**src/rtl/float_align.sv**
```systemverilog
// Block float aligner: buffers BLK single-precision operands, finds the block's max effective
// exponent, then streams two's-complement mantissas aligned to it. Build option: FLOAT_ALIGN_FTZ_EN.
module float_align #(
  parameter int BLK   = 8,
  parameter int E_W   = 8,
  parameter int M_W   = 23,
  parameter int M_X_W = 32
) (
  input  logic                 clk,
  input  logic                 rst_n,
  input  logic                 in_valid,
  output logic                 in_ready,
  input  logic [E_W+M_W:0]     in_data,
  output logic                 out_valid,
  input  logic                 out_ready,
  output logic [M_X_W-1:0]     out_m,
  output logic [E_W-1:0]       out_e_max,
  output logic                 out_last
);

  localparam int D_W   = 1 + E_W + M_W;
  localparam int CNT_W = (BLK > 1) ? $clog2(BLK) : 1;
  localparam logic [CNT_W-1:0] CNT_LAST = CNT_W'(BLK - 1);
  localparam logic [31:0] M_X_W_32 = 32'(M_X_W);

  typedef enum logic {FILL, EMIT} state_t;

  state_t           state_reg, state_next;
  logic [CNT_W-1:0] cnt_reg, cnt_inc;
  logic [E_W-1:0]   max_reg, max_next, eff_in;
  logic [D_W-1:0]   buf_mem [BLK];
  logic [CNT_W-1:0] rd_idx;
  logic [D_W-1:0]   rd_word;
  logic             in_fire, out_fire, last_in;

  logic             out_valid_reg, out_last_reg;
  logic [M_X_W-1:0] out_m_reg;
  logic [E_W-1:0]   out_e_max_reg;

  function automatic logic [E_W-1:0] eff_exp(input logic [D_W-1:0] f);
    logic [E_W-1:0] e;
    e = f[D_W-2 -: E_W];
`ifdef FLOAT_ALIGN_FTZ_EN
    return e;
`else
    return (e == '0) ? E_W'(1) : e;
`endif
  endfunction

  function automatic logic [M_W:0] mag_of(input logic [D_W-1:0] f);
    logic [E_W-1:0] e;
    e = f[D_W-2 -: E_W];
`ifdef FLOAT_ALIGN_FTZ_EN
    return (e == '0) ? '0 : {1'b1, f[M_W-1:0]};
`else
    return {(e != '0), f[M_W-1:0]};
`endif
  endfunction

  // Right-shift toward the block exponent; shifts past the word width flush to zero.
  function automatic logic [M_X_W-1:0] align(input logic [D_W-1:0] f, input logic [E_W-1:0] emax);
    logic [E_W-1:0]   d;
    logic [M_X_W-1:0] a;
    d = emax - eff_exp(f);
    a = '0;
    if (32'(d) < M_X_W_32)
      a = {{(M_X_W-M_W-1){1'b0}}, mag_of(f)} >> d;
    return f[D_W-1] ? (~a + M_X_W'(1)) : a;
  endfunction

  // Handshake qualifiers and per-operand decode
  assign in_fire  = in_valid && in_ready;
  assign out_fire = out_valid_reg && out_ready;
  assign last_in  = (cnt_reg == CNT_LAST);
  assign cnt_inc  = cnt_reg + CNT_W'(1);
  assign eff_in   = eff_exp(in_data);
  assign max_next = ((cnt_reg == '0) || (eff_in > max_reg)) ? eff_in : max_reg;

  // Element 0 is prefetched when the block completes; afterwards the next element.
  assign rd_idx  = (state_reg == FILL) ? '0 : cnt_inc;
  assign rd_word = buf_mem[rd_idx];

  always_ff @(posedge clk) begin
    if (in_fire)
      buf_mem[cnt_reg] <= in_data;
  end

  // State register
  always_ff @(posedge clk or negedge rst_n) begin
    if (!rst_n) state_reg <= FILL;
    else        state_reg <= state_next;
  end

  // Next-state logic
  always_comb begin
    state_next = state_reg;
    case (state_reg)
      FILL: if (in_fire && last_in)       state_next = EMIT;
      EMIT: if (out_fire && out_last_reg) state_next = FILL;
      default:                            state_next = FILL;
    endcase
  end

  // Output logic; reset is folded in so in_ready stays low while reset is held.
  always_comb begin
    in_ready = 1'b0;
    if (rst_n && (state_reg == FILL))
      in_ready = 1'b1;
  end

  always_ff @(posedge clk or negedge rst_n) begin
    if (!rst_n) begin
      cnt_reg       <= '0;
      max_reg       <= '0;
      out_valid_reg <= 1'b0;
      out_m_reg     <= '0;
      out_e_max_reg <= '0;
      out_last_reg  <= 1'b0;
    end else begin
      case (state_reg)
        FILL: begin
          if (in_fire) begin
            max_reg <= max_next;
            if (last_in) begin
              cnt_reg       <= '0;
              out_valid_reg <= 1'b1;
              out_e_max_reg <= max_next;
              out_m_reg     <= align(rd_word, max_next);
              out_last_reg  <= 1'b0;
            end else begin
              cnt_reg <= cnt_inc;
            end
          end
        end
        EMIT: begin
          if (out_fire) begin
            if (out_last_reg) begin
              cnt_reg       <= '0;
              out_valid_reg <= 1'b0;
              out_m_reg     <= '0;
              out_last_reg  <= 1'b0;
            end else begin
              cnt_reg      <= cnt_inc;
              out_m_reg    <= align(rd_word, out_e_max_reg);
              out_last_reg <= (cnt_inc == CNT_LAST);
            end
          end
        end
        default: ;
      endcase
    end
  end

  assign out_valid = out_valid_reg;
  assign out_m     = out_m_reg;
  assign out_e_max = out_e_max_reg;
  assign out_last  = out_last_reg;

endmodule

```
**config.mk**
```make
export PLATFORM = sky130hd
export DESIGN_NAME = float_align
export DESIGN_NICKNAME = d
export VERILOG_FILES = /design/src/rtl/float_align.sv
export SDC_FILE = /design/constraint.sdc
export NUM_CORES = 1
export LEC_CHECK = 0
export ABC_CLOCK_PERIOD_IN_PS = 8590
export BUFFER_PORTS_ARGS = -buffer_cell sky130_fd_sc_hd__clkbuf_2
export CORE_MARGIN = 3
export CORE_UTILIZATION = 63
export CTS_CLUSTER_SIZE = 8
export DETAILED_ROUTE_END_ITERATION = 7
export PLACE_DENSITY = 0.81
export SLEW_MARGIN = 40
export SYNTH_ARGS = -nofsm -noshare
export SYNTH_HDL_FRONTEND = slang
export SYNTH_SLANG_ARGS = --single-unit
```
**constraint.sdc**
```tcl
create_clock -name clk -period 8.59 [get_ports clk]
set_input_delay 0.859 -clock clk [delete_from_list [all_inputs] [get_ports clk]]
set_output_delay 0.859 -clock clk [all_outputs]
set_load 0.02 [all_outputs]
```
## After elaboration in Yosys (flattened, before gate mapping)

Memories as Yosys holds them, arrays and structs flattened.
Cells that the tools add are included.

- Add/subtract/negate cells: 5
- Magnitude comparators: 3
- Eq/ne operators: 6
- Shift-type cells: 2
- Muxes and demuxes: 40
- Bitwise logic cells: 3
- Reduce and logical (&&, ||, !) cells: 15

Operators with widths:

| cell | number |
|---|---|
| 32-bit two-way mux | 14 |
| 32-bit by 1-bit adder with 32-bit output, second input constant | 2 |
| 32-bit inverter | 2 |
| 32-bit case mux with 2 select lines | 1 |
| 24-bit by 8-bit right shift with 32-bit output | 2 |
| 8-bit two-way mux | 3 |
| 8-bit zero test | 2 |
| 8-bit by 6-bit < comparator with 1-bit output, second input constant | 2 |
| 8-bit subtractor | 2 |
| 3-bit two-way mux | 5 |
| 1-bit two-way mux | 13 |
| 8-bit > comparator | 1 |
| 8-bit nonzero test | 1 |
| 3-bit equality test, second input constant | 2 |
| 1-bit case mux with 2 select lines | 3 |
| 3-bit case mux with 2 select lines | 1 |
| 3-bit AND reduction | 2 |
| 1-bit logical AND | 5 |
| 2-bit by 1-bit inequality test with 1-bit output, second input constant | 2 |
| 2-bit inequality test, second input constant | 2 |
| 2-bit AND reduction | 2 |
| 4-bit AND reduction | 1 |
| 3-bit by 1-bit adder with 3-bit output, second input constant | 1 |
| 3-bit zero test | 1 |
| 2 further kinds | 2 |

- Register bits: 54
- RAM bits: 256
- Output and inout port bits: 43
- Logic and storage cells: 82
- Memories: 1

Memories:

| name | depth | bits a word | read ports | clocked after memory_dff | write ports | line | RTL |
|---|---|---|---|---|---|---|---|
| buf_mem | 8 | 32 | 1 | 0 | 1 | 31 | `logic [D_W-1:0] buf_mem [BLK];` |

## Longest topological paths before layout

- Word-level depth: 17
- Depth in mapped cells: 32
- Mapped depth without buffers: 27

## Least setup slack after synthesis

No wires, ideal clock.

- Kind: flip-flop to flip-flop
- Start point: register cnt_reg[0]
- End point: register out_m_reg[18] (netlist: out_m[18])
- Data arrival time: 6.713 ns
- Required time: 8.466 ns
- Setup slack: 1.753 ns
- Stages on the path, launching flop included: 31
- Buffers on the path: 6
- Clock period less this slack: 6.837 ns
- Path through: dfrtp_1 buf_6 buf_8 inv_2 buf_6 buf_2 ha_1 buf_2 nand3b_1 o22ai_1 a21o_1 nor4_1 nand2_1 nand2_1 ha_1 inv_1 fa_1 xor2_1 clkbuf_1 mux2_2 a22oi_1 a2111oi_0 o211a_1 inv_1 ha_1 o21ai_0 nor4_2 nand2_1 o21ai_1 xnor2_1 a211o_1

- Word-level cells in the longest chain between the ends: 17
- Elaborated cells between the ends (all ways): 37
- Classes of those cells: add/sub (5); order compare (2); eq/ne (2); shift (2); mux (18); bitwise (2); reduce/logical (5); memory (1)

Ends and longest elaborated chain:

| item | line | RTL |
|---|---|---|
| start: declaration | 29 | `logic [CNT_W-1:0] cnt_reg, cnt_inc;` |
| start signal: assignment | 131 | `cnt_reg <= cnt_inc;` |
| start signal: assignment | 143 | `cnt_reg <= cnt_inc;` |
| 3-bit by 1-bit adder with 3-bit output | 75 | `assign cnt_inc = cnt_reg + CNT_W'(1);` |
| 3-bit two-way mux | 80 | `assign rd_idx = (state_reg == FILL) ? '0 : cnt_inc;` |
| memory 8 x 32 bit | n/a |  |
| 8-bit zero test | 46 | `return (e == '0) ? E_W'(1) : e;` |
| 8-bit two-way mux | 46 |  |
| 8-bit subtractor | 64 | `d = emax - eff_exp(f);` |
| 24-bit by 8-bit right shift with 32-bit output or 8-bit by 6-bit < comparator with 1-bit output (tied branches) | 67, 66 |  |
| 32-bit two-way mux | 66 | `if (32'(d) < M_X_W_32)` |
| 32-bit two-way mux, on equally long branches | 137, 124 |  |
| 32-bit two-way mux, on equally long branches | 136, 122 |  |
| 32-bit two-way mux | 120 | `case (state_reg)` |
| 32-bit inverter | 68 | `return f[D_W-1] ? (~a + M_X_W'(1)) : a;` |
| 32-bit by 1-bit adder with 32-bit output | 68 |  |
| 32-bit two-way mux | 68 |  |
| 32-bit two-way mux, on equally long branches | 137, 124 |  |
| 32-bit two-way mux, on equally long branches | 136, 122 |  |
| 32-bit case mux with 2 select lines | 120 |  |
| end signal: assignment | 128 | `out_m_reg <= align(rd_word, max_next);` |
| end signal: assignment | 144 | `out_m_reg <= align(rd_word, out_e_max_reg);` |
| end: declaration | 37 | `logic [M_X_W-1:0] out_m_reg;` |

Several ways; a longest one is shown, not always the timed one. The select of a mux whose other input is x is not followed.
A chain may end at the register's enable or synchronous reset.

## Worst setup path in the final report

- Start point: register cnt_reg[0]
- End point: register out_m_reg[19] (netlist: out_m[19])

Same word-level chain as after synthesis.

==> impl_metrics.tcl <==
set metrics [dict create \
    status "finished clean" \
    async_flop_share 0.174 \
    die_area_um2 31200 \
    clock-root-buffer "clkbuf_16" \
    leakage_nw 7.29 \
    initial_utilization 0.650 \
    endpoint_kind "flop" \
    crit_path_max_fanout 20 \
    coreArea_um2 28200 \
    p_comb_frac 0.243 \
    ys_warn_count 0 \
    dr_total_vias 16568 \
    area_growth_pct 11.7 \
    io_buffers 78 \
    core.rowCount 61 \
    start_kind "flop" \
    postCtsSetupBuffers 0 \
    fmax_mhz 124 \
    hold_buffers 0 \
    yosys.area.top_type_share 0.419 \
    ys_ff_latch 310 \
    power.density_nw_per_um2 208 \
    clock_latency_ns 0.57 \
    seq_power_share 0.384 \
    die_h_um 177 \
    gr-total-overflow 0 \
    largest_register_ffs 256 \
    ys_seq_area_frac 0.492 \
    ys_types 102 \
    vdd_ir_drop_max_uv 310 \
    path_common_cell "nand2_1" \
    dp.final_hpwl_mm 44.4 \
    p_switching_mw 1.36 \
    fin_crit_ns 8.08 \
    critPathBufInv 2 \
    ctsResizeCount 0 \
    fin_crit_sh 0.940 \
    crit_family "simple AND/OR/NAND/NOR gates" \
    synth_nets 1792 \
    cp.required_ns 8.97 \
    drtIter0Drc 2322 \
    cpPeakStageDelay_ns 0.83 \
    clock-sinks 310 \
    gp_congestion 1.03 \
    synthesis.area_per_instance_um2 10.6 \
    ys.flop_type "edfxtp_1" \
    drt_pass1_iterations 8 \
    cts_buffer_depth 3 \
    finalCoreUtilization 0.726 \
    fillCellCount 1876 \
    grt_first_pass_wirelength_mm 97.9 \
    wl_per_cell_um 29.9 \
    antenna-diode-count 0 \
    drt_wl_total_mm 65.4 \
    antenna_found_initial 0 \
    synth_area_leaders "edfxtp_1, dfrtp_1, mux2i_1" \
    path_clk_slew_ns 0.06 \
    p_sw_frac 0.319 \
    tns_ns 0 \
    clockPowerShare 0.373 \
    synth_area_um2 18400 \
    hold_viol_final 0 \
    grt_pass1_vias 15839 \
    cts_max_level 2 \
    drt-vias-per-instance 7.58 \
    slew_viol_final 0 \
    pin_count 79 \
    numCtsBuffers 44 \
    drcViolationCount 0 \
    critPathSlowestCell "fa_1" \
    drtAntennaViolNets 0 \
    holdCritPathClass "in -> async" \
    critPathKind "reg -> reg" \
    path_cells "ha_1, ha_4, nand2b_1, a21oi_1, o311ai_0, nor4_1, nand2_1, buf_4, nand2_1, ha_1, fa_1, inv_1, nand2_1, nor3_1, nor4_2, o22ai_1, mux2_2, o21a_4, nor4_4, and4_1, mux2i_1, o21ai_0, nand4_1" \
    rsz0062_at_grt "false" \
    setup_violations 0 \
    tightest_slew_ns 0.982 \
    synth_edf_count 256 \
    max_slew_margin 0.345 \
    syn-instance-count 1726 \
    grt_max_degree 57 \
    tritoncts "yes" \
    drv_cap 0 \
    p_int_mw 2.90 \
    die_x_um 177 \
    worstPathArrival_ns 8.45 \
    drive_above_1_share 0.163 \
    skew_ns 0.0503 \
    grtUsageTotal 0.415 \
    nNetsFinal 1862 \
    synth_top_area_cell "edfxtp_1" \
]
[worst reg2reg max path, cell delays in order (launching register included)]
cell and delay (ns):
dfrtp_4 0.57, ha_1 0.28, ha_4 0.47, nand2b_1 0.44, a21oi_1 0.15, o311ai_0 0.77
nor4_1 0.22, nand2_1 0.13, buf_4 0.21, nand2_1 0.12, ha_1 0.22, fa_1 0.83
inv_1 0.13, nand2_1 0.17, nor3_1 0.08, nor4_2 0.59, o22ai_1 0.40, mux2_2 0.41
o21a_4 0.23, nor4_4 0.46, and4_1 0.43, mux2i_1 0.11, o21ai_0 0.34, nand4_1 0.13
[routing by layer]
metal	GRT usage	share of wire	vias up
met5	0	0	-
met4	0.214	0.066	0
met3	0.0933	0.13	341
met2	0.651	0.45	1545
met1	0.545	0.36	7819
li1	-	-	6863
[power by group through the flow]
| stage | sequential, mW | combinational (mW) | clock, mW |
|---|---|---|---|
| 2_1_floorplan | 1.66 | 0.664 | 0 |
| 3_3_place_gp | 1.66 | 0.973 | 0 |
| 3_5_place_dp | 1.66 | 0.972 | 0 |
| 4_1_cts | 1.63 | 0.980 | 1.58 |
| 5_1_grt | 1.63 | 1.08 | 1.64 |
| 6_report | 1.63 | 1.04 | 1.59 |
[layout make-up]
class                      instances  area, µm²  share of cell area
inverter                          39        146             0.00714
sequential                       310       9040               0.441
clock inverter                     3       70.1             0.00342
clock buffer                      56       1150              0.0559
timing repair buffer             136        912              0.0445
multi-input combinational       1265       8710               0.425
tap                              378        473              0.0231
[through the flow]
step | total power, mW | hold WS (ns) | std cells | instance area [µm²] | worst slack, ns
4_1_cts | 4.19 | 0.460 | 2186 | 20500 | 0.828
6_report | 4.25 | 0.438 | 2187 | 20500 | 0.514
3_5_place_dp | 2.63 | 0.459 | 2127 | 19300 | 0.899
5_1_grt | 4.35 | 0.494 | 2187 | 20500 | 0.276
3_3_place_gp | 2.63 | 0.452 | 2119 | 19100 | 1.14
2_1_floorplan | 2.32 | 0.471 | 1726 | 18400 | 1.75
[layout by cell type, fill, tap and decap left out, types with 40 or more instances in the layout]
cell	count
nand3_1	40
nand2_1	164
nor2_1	140
buf_4	49
a21oi_1	102
edfxtp_1	256
clkbuf_16	44
clkbuf_2	79
o21ai_0	72
nor3_1	87
dfrtp_1	52
mux2i_1	64
[cell families (layout without fill, tap and decap cells)]
kind of cell / Yosys count / in the layout / share of synthesized area
and+or+nand+nor: 588 / 588 / 0.157
AOI/OAI and AO/OA: 504 / 504 / 0.197
DFF: 310 / 310 / 0.492
buffers and inverters: 151 / 234 / 0.0406
muxes: 101 / 101 / 0.0711
xor gates and xnor gates: 42 / 42 / 0.0209
adders and majority gates: 30 / 30 / 0.0213
[path summary, 6_finish.rpt]
path,startpoint,endpoint,slack [ns],cells after the start
setup / recovery,cnt_reg[0],out_m[19],0.51,23
hold / removal,rst_n,out_e_max[4],0.44,2
setup reg to reg,cnt_reg[0],out_m[19],0.51,23
hold reg to reg,out_m[29],out_m[29],0.47,2
max in group asynchronous,rst_n,cnt_reg[0],7.60,2
min in group clk,out_m[29],out_m[29],0.47,2
[cell usage after synthesis, types with 16 or more instances]
| library cell | count |
|---|---|
| mux2i_1 | 64 |
| a221o_1 | 27 |
| dfrtp_1 | 54 |
| a211oi_1 | 29 |
| o211ai_1 | 17 |
| xnor2_1 | 24 |
| or2_2 | 19 |
| ha_1 | 28 |
| mux4_2 | 22 |
| a221oi_1 | 17 |
| a31oi_1 | 17 |
| buf_2 | 16 |
| nand2_1 | 164 |
| nor4_1 | 18 |
| a22oi_1 | 17 |
| inv_1 | 36 |
| a21o_1 | 17 |
| nand3_1 | 40 |
| edfxtp_1 | 256 |
| buf_6 | 16 |
| o22ai_1 | 21 |
| o21ai_0 | 72 |
| nor2_1 | 144 |
| xor2_1 | 17 |
| nor3_1 | 91 |
| a21oi_1 | 102 |
| clkbuf_1 | 69 |
Power figures use the tool's default switching activity.
